## src/rtl/lsu_bus_master.sv

```systemverilog
// lsu_bus_master: M-stage load/store initiator on the data-memory / timer req-ack bus.
// Optional bus_ack watchdog enabled by defining LSU_TIMEOUT_EN.
module lsu_bus_master #(
    parameter logic [31:0] DM_TOP  = 32'h00002fff,
    parameter int          TIMEOUT = 15
) (
    input  logic        clk,
    input  logic        reset,
    input  logic        req_valid,
    output logic        req_ready,
    input  logic [2:0]  req_op,
    input  logic [31:0] req_addr,
    input  logic [31:0] req_wdata,
    output logic        rsp_valid,
    output logic [31:0] rsp_rdata,
    output logic        rsp_exc,
    output logic [4:0]  rsp_exccode,
    output logic        busy,
    output logic        bus_req,
    output logic        bus_we,
    output logic [31:0] bus_addr,
    output logic [3:0]  bus_be,
    output logic [31:0] bus_wdata,
    input  logic        bus_ack,
    input  logic [31:0] bus_rdata
);

    localparam logic [2:0] OP_LW  = 3'b000;
    localparam logic [2:0] OP_LH  = 3'b001;
    localparam logic [2:0] OP_LHU = 3'b010;
    localparam logic [2:0] OP_LB  = 3'b011;
    localparam logic [2:0] OP_LBU = 3'b100;
    localparam logic [2:0] OP_SW  = 3'b101;
    localparam logic [2:0] OP_SH  = 3'b110;
    localparam logic [2:0] OP_SB  = 3'b111;

    typedef enum logic [1:0] {
        S_IDLE = 2'd0,
        S_BUS  = 2'd1,
        S_RESP = 2'd2,
        S_EXC  = 2'd3
    } state_t;

    typedef struct packed {
        logic [2:0]  op;
        logic        st;
        logic [31:0] addr;
        logic [31:0] wdata;
        logic [3:0]  be;
    } lreq_t;

    state_t      state_q, state_d;
    lreq_t       lreq_q, lreq_d;
    logic [31:0] rdata_q, rdata_d;

    logic        in_st, in_word, in_half, in_dm, in_tmr, in_exc;
    logic [3:0]  in_be;
    logic [31:0] in_wdata;
    logic        tmo;

    function automatic logic [31:0] load_ext(input logic [2:0] op, input logic [1:0] a,
                                             input logic [31:0] w);
        logic [7:0]  b;
        logic [15:0] h;
        b = w[{a, 3'b000} +: 8];
        h = a[1] ? w[31:16] : w[15:0];
        case (op)
            OP_LH:   load_ext = {{16{h[15]}}, h};
            OP_LHU:  load_ext = {16'h0000, h};
            OP_LB:   load_ext = {{24{b[7]}}, b};
            OP_LBU:  load_ext = {24'h000000, b};
            default: load_ext = w;
        endcase
    endfunction

    // Classify the incoming request and prepare lane-shifted store data.
    always_comb begin
        in_st   = (req_op == OP_SW) || (req_op == OP_SH) || (req_op == OP_SB);
        in_word = (req_op == OP_LW) || (req_op == OP_SW);
        in_half = (req_op == OP_LH) || (req_op == OP_LHU) || (req_op == OP_SH);
        in_dm   = (req_addr <= DM_TOP);
        in_tmr  = ((req_addr >= 32'h00007f00) && (req_addr <= 32'h00007f0b)) ||
                  ((req_addr >= 32'h00007f10) && (req_addr <= 32'h00007f1b));
        in_exc  = (in_word && (req_addr[1:0] != 2'b00)) ||
                  (in_half && req_addr[0]) ||
                  !(in_dm || in_tmr) ||
                  (in_tmr && !in_word) ||
                  (in_st && ((req_addr == 32'h00007f08) || (req_addr == 32'h00007f18)));
        in_wdata = {4{req_wdata[7:0]}};
        if (in_word)
            in_wdata = req_wdata;
        else if (in_half)
            in_wdata = {2{req_wdata[15:0]}};
        in_be = 4'b0000;
        if (in_st) begin
            if (in_word)
                in_be = 4'b1111;
            else if (in_half)
                in_be = req_addr[1] ? 4'b1100 : 4'b0011;
            else
                in_be = 4'b0001 << req_addr[1:0];
        end
    end

`ifdef LSU_TIMEOUT_EN
    localparam int CW = $clog2(TIMEOUT + 1);
    logic [CW-1:0] cnt_q, cnt_d;

    // Counts cycles spent with bus_req high; cleared whenever the bus is idle.
    always_comb begin
        cnt_d = (state_q == S_BUS) ? cnt_q + CW'(1) : '0;
    end

    always_ff @(posedge clk or negedge reset) begin
        if (!reset)
            cnt_q <= '0;
        else
            cnt_q <= cnt_d;
    end

    assign tmo = (cnt_q == CW'(TIMEOUT - 1));
`else
    assign tmo = 1'b0;
`endif

    always_ff @(posedge clk or negedge reset) begin
        if (!reset) begin
            state_q <= S_IDLE;
            lreq_q  <= '0;
            rdata_q <= '0;
        end else begin
            state_q <= state_d;
            lreq_q  <= lreq_d;
            rdata_q <= rdata_d;
        end
    end

    always_comb begin
        state_d = state_q;
        lreq_d  = lreq_q;
        rdata_d = rdata_q;
        case (state_q)
            S_IDLE: begin
                if (req_valid) begin
                    lreq_d.op    = req_op;
                    lreq_d.st    = in_st;
                    lreq_d.addr  = req_addr;
                    lreq_d.wdata = in_wdata;
                    lreq_d.be    = in_be;
                    state_d      = in_exc ? S_EXC : S_BUS;
                end
            end
            S_BUS: begin
                if (bus_ack) begin
                    rdata_d = lreq_q.st ? 32'h0 : load_ext(lreq_q.op, lreq_q.addr[1:0], bus_rdata);
                    state_d = S_RESP;
                end else if (tmo) begin
                    state_d = S_EXC;
                end
            end
            default: state_d = S_IDLE;
        endcase
    end

    always_comb begin
        req_ready   = 1'b0;
        busy        = 1'b0;
        bus_req     = 1'b0;
        bus_we      = 1'b0;
        bus_addr    = 32'h0;
        bus_be      = 4'b0000;
        bus_wdata   = 32'h0;
        rsp_valid   = 1'b0;
        rsp_rdata   = 32'h0;
        rsp_exc     = 1'b0;
        rsp_exccode = 5'd0;
        case (state_q)
            S_IDLE: req_ready = 1'b1;
            S_BUS: begin
                busy      = 1'b1;
                bus_req   = 1'b1;
                bus_we    = lreq_q.st;
                bus_addr  = {lreq_q.addr[31:2], 2'b00};
                bus_be    = lreq_q.be;
                bus_wdata = lreq_q.wdata;
            end
            S_RESP: begin
                busy      = 1'b1;
                rsp_valid = 1'b1;
                rsp_rdata = rdata_q;
            end
            default: begin
                busy        = 1'b1;
                rsp_valid   = 1'b1;
                rsp_exc     = 1'b1;
                rsp_exccode = lreq_q.st ? 5'd5 : 5'd4;
            end
        endcase
    end

endmodule
```

## config.mk

```make
export PLATFORM = sky130hd
export DESIGN_NAME = lsu_bus_master
export DESIGN_NICKNAME = d
export VERILOG_FILES = /design/src/rtl/lsu_bus_master.sv
export SDC_FILE = /design/constraint.sdc
export NUM_CORES = 1
export LEC_CHECK = 0
export CORE_MARGIN = 2
export CORE_UTILIZATION = 49
export DETAILED_ROUTE_END_ITERATION = 8
export PLACE_DENSITY = 0.87
export SLEW_MARGIN = 10
export SYNTH_ARGS = -nofsm -noshare
export SYNTH_HDL_FRONTEND = slang
export SYNTH_SLANG_ARGS = --single-unit
```

## constraint.sdc

```tcl
create_clock -name clk -period 4.1 [get_ports clk]
set_input_delay 0.41 -clock clk [delete_from_list [all_inputs] [get_ports clk]]
set_output_delay 0.41 -clock clk [all_outputs]
set_load 0.005 [all_outputs]
```

Yosys cells after proc, flatten, opt, wreduce, memory -nomap -nowiden. Index checks and enable logic that the tools add are counted.

Logic and storage cells: 82. Register bits: 106. Input bits: 103. Output and inout port bits: 111.

Shifts and indexed selects: 2. Magnitude comparators: 5. Reductions and logical operators: 28. Eq/ne operators: 15. Multiplexer cells: 25.

Operators by type and width (number): 32-bit 2-to-1 mux (6); 32-bit one-hot mux with 4 select lines (1); 32-bit by 15-bit == test with 1-bit output, second input constant (2); 32-bit by 15-bit greater-or-equal comparator with 1-bit output, second input constant (2); 32-bit by 15-bit less-or-equal comparator with 1-bit output, second input constant (2); 32-bit by 14-bit less-or-equal comparator with 1-bit output, second input constant (1); 32-bit by 6-bit indexed part select with 8-bit output (1); 4-bit 2-to-1 mux (5); 16-bit 2-to-1 mux (1); 3-bit == test, second input constant (4); 1-bit logical OR (12); 3-bit by 2-bit == test with 1-bit output, second input constant (3); 1-bit 2-to-1 mux (7); 3-bit by 1-bit == test with 1-bit output, second input constant (2); 1-bit logical AND (6); 2-bit 2-to-1 mux (3); 2-bit AND reduction (3); 2-bit != test, second input constant (2); 2-bit one-hot mux with 2 select lines (1); 1-bit by 2-bit << shifter with 4-bit output, first input constant (1); 3-bit logical NOT (1); 3-bit 2-to-1 mux (1); 3-bit OR reduction (1); 2-bit by 1-bit == test with 1-bit output, second input constant (1); other kinds (5) (6).

Depth between registers and ports, before layout.
Word-level depth: 11. Depth in mapped cells: 7. Depth with buffers taken out: 5.

Least setup slack after synthesis. OpenSTA, ideal clock, no wires.

Path kind: input to register. Start point: input port req_op[1]. End point: register lreq_q[32] (netlist bit). Slack: 2.285 ns. Data required time: 3.975 ns. Buffers on the path: 1. Data arrival time: 1.691 ns. Cell stages on the path: 5. Library setup time: 0.125 ns. Cells stage by stage: clkbuf_1 > mux2i_2 > mux2i_1 > o21ai_0 > mux2_2.

Longest elaborated chain between the ends: 5. Elaborated cells on any way between the ends: 10.

RTL lines: from (decl) (line 11) `input logic [2:0] req_op,`; 3-bit by 1-bit == test with 1-bit output or 3-bit by 2-bit == test with 1-bit output (tied branches) (line 80) `in_half = (req_op == OP_LH) || (req_op == OP_LHU) || (req_op == OP_SH);`; 1-bit logical OR (2 in series) (line 80); 32-bit 2-to-1 mux (line 92) `else if (in_half)`; 32-bit 2-to-1 mux * (line 90) `if (in_word)`; to (signal assigned) (line 133) `lreq_q <= lreq_d;`; to (decl) (line 53) `lreq_t lreq_q, lreq_d;`.

Mark *: on every way between the ends. The rest lies on a longest branch, timed or not. A chain may end at the register's enable or synchronous reset.

Worst setup path in the final report.
Start point: register state_q[0]. End point: output port bus_addr[31].

Longest elaborated chain between the ends: 2.

RTL lines: from (decl) (line 52) `state_t state_q, state_d;`; from (signal assigned) (line 132) `state_q <= state_d;`; 2-bit by 1-bit == test with 1-bit output (line 177) `case (state_q)`; 32-bit 2-to-1 mux (line 177); to (decl) (line 21) `output logic [31:0] bus_addr,`.

Every way passes these cells.

==> impl_metrics.tcl <==
set metrics [dict create \
    grt_overflow 0 \
    num_rows 39 \
    outcome "finished clean" \
    yosys.area_share.simple_pct 30.1 \
    peakVddDrop_mv 0.445 \
    place_congestion 0.904 \
    critPathMaxFanout 69 \
    tightest_slew_ps 1050 \
    cts_buffers 9 \
    drc_errors 0 \
    clk_latency_ps 340 \
    drt-wirelength-per-cell_um 17.8 \
    clk_pin_slew_ps 70 \
    die-width_um 113 \
    finClkSkew_ps 5.57 \
    yosysSeqAreaShare_pct 45.9 \
    cts_sinks 106 \
    yosys_warnings 0 \
    antennaDiodeCount 0 \
    cts_tree "yes" \
    fillerInstances 877 \
    finalSetupTns_ps 0 \
    drv_cap 0 \
    htree_num_levels 3 \
    multiInputGateArea_mm2 0.00291 \
    yosysUniqueCellTypes 50 \
    max_freq_mhz 372 \
    rsz0062_at_grt "false" \
    synth.avg_cell_area_um2 8.35 \
    ys.flop_type "dfrtp_1" \
    timing.rr.start "lreq_q[37]" \
    report.final.slew_viol_count 0 \
    synth-xor-area-share_pct 0.606 \
    grt_usage_pct 28.6 \
    syn_to_final_growth_pct 41.7 \
    io_pins 214 \
    p_leak_nw 3.56 \
    via_per_inst 5.54 \
    worstRegToRegCells 5 \
    vias 5646 \
    drive_above_1_share_pct 6.05 \
    first_iter_violations 404 \
    postLayoutCellArea_mm2 0.00820 \
    grt_max_degree 84 \
    cts_hold_buf 0 \
    cts_resized 0 \
    dr.pass1.iters 5 \
    crit_path_end "bus_addr[31]" \
    portBuffers 208 \
    die_y_um 113 \
    fin_crit_sh_pct 65.6 \
    ant_nets 0 \
    place_hpwl_mm 13.1 \
    synth_fa_ha_area_share_pct 0 \
    async_reset_ff_share_pct 100 \
    synth_edf_count 0 \
    critical_path_required_ps 3690 \
    finalSetupViolations 0 \
    synth_top_family_by_area "simple AND/OR/NAND/NOR gates" \
    startpoint "state_q[0]" \
    initial_core_util_pct 50.4 \
    ff2ff_setup_slack_ps 1550 \
    path_class "register to output port" \
    clockBufferDepth 2 \
    end_kind "output port" \
    final_common_cell "clkdlybuf4s50_1" \
    cts_setup_buffers 0 \
    ys_top_cells_by_area "dfrtp_1 (46%), nand2_1 (12%), and2_1 (12%)" \
    netlist_instances 693 \
    ys_ff_latch 106 \
    worstReg2RegEnd "rdata_q[23]" \
    crit_arrival_ps 2280 \
    seq_area_mm2 0.00265 \
    maxSlewHeadroom_pct 29.9 \
    antenna_found_initial 0 \
    finalHoldViolations 0 \
    grt_pass1_vias 5581 \
    muxShareOfSynthArea_pct 4.80 \
    yosysTopAreaCell "dfrtp_1" \
    grt_pass1_wl_mm 28.9 \
    p_per_area_mw_per_mm2 641 \
    nets 974 \
    wl_mm 18.1 \
    root_buffer "clkbuf_16" \
    startpoint_type "register" \
    synth_compound_area_share_pct 14.0 \
    min_period_ps 2690 \
    layout_common_cells "clkdlybuf4s50_1 (207), nand2_1 (185), and2_1 (106), dfrtp_1 (106), o21ai_0 (57)" \
    synthesis.area_mm2 0.00578 \
    dieArea_mm2 0.0127 \
    hp-class "input port to asynchronous set/reset pin" \
    design.core.area_mm2 0.0115 \
    placedInstanceArea_mm2 0.00789 \
    yosys.area.top_type_share_pct 45.9 \
]
## worst min-delay path by stage
stage               cells past startpoint  slack [ps]       start         end
floorplan                               0         110       reset   lreq_q[0]
global placement                        2         450  lreq_q[62]  lreq_q[62]
detailed placement                      2         450  lreq_q[52]  lreq_q[52]
CTS                                     1         290       reset  lreq_q[47]
global route                            1         340       reset  lreq_q[47]
finish                                  1         260       reset  lreq_q[47]
## metrics by stage
stage          instances  worst slack [ps]  hold WS (ps)  total power [mW]  utilization, %
2_1_floorplan        697              2280           114              3.21               -
3_3_place_gp        1003              1490           450              4.23            68.8
3_5_place_dp        1003              1330           454              4.33            68.8
4_1_cts             1019              1390           288              5.25            71.5
5_1_grt             1019              1280           338              5.63            71.5
6_report            1019              1410           262              5.26            71.5
## flip-flops by register name, summed over array words and instances (netlist names)
name     count
lreq_q      72
rdata_q     32
state_q      2
## synthesized netlist by cell type, drive strengths merged, types with 2 or more instances
library cell / instances
dfrtp: 106
mux2: 11
a221oi: 2
mux2i: 15
buf: 17
o21ai: 62
nand2b: 3
a31oi: 14
o32ai: 7
and2: 108
or2: 8
a21o: 2
nor2: 39
nand2: 187
nor2b: 2
a22oi: 7
nor4b: 2
inv: 4
o31ai: 7
nor4: 4
clkbuf: 35
xnor2: 3
o22ai: 2
a22o: 4
nand4b: 2
a21oi: 25
o211ai: 2
## routing by layer
layer	up-vias	share of wire, %	global-route usage (%)
met4	0	3.2	10.3
met2	310	47	46.1
met1	2655	41	37.5
li1	2641	-	-
met3	40	8.5	7.51
met5	-	0	0
## area by class of cell
type                            instances  share of cell area (%)
Clock buffer                           10                    2.92
Tap cell                              143                    2.18
Sequential cell                       106                    32.4
Clock inverter                          6                   0.885
Timing Repair Buffer                  215                    26.0
Inverter                                4                   0.183
Multi-Input combinational cell        535                    35.5
## power by group
group	total, mW	internal [mW]	switching, mW
Clock	0.906	0.498	0.409
Combinational	2.46	1.20	1.26
Sequential	1.89	1.52	0.369
Total	5.26	3.22	2.03
## cell families (layout without fill, tap and decap cells)
logic type / Yosys count / count (layout)
buffers and inverters: 56 / 235
other: 1 / 5
DFF: 106 / 106
AOI/OAI and AO/OA: 136 / 136
and+or+nand+nor: 364 / 364
xor gates and xnor gates: 4 / 4
muxes: 26 / 26
## worst max-delay path: stages, from the launching register on
cell	delay, ps
dfrtp_1	480
nor2b_4	200
buf_4	460
and2_1	200
clkdlybuf4s50_1	590
No activity file was read; power rests on OpenSTA's default activity.
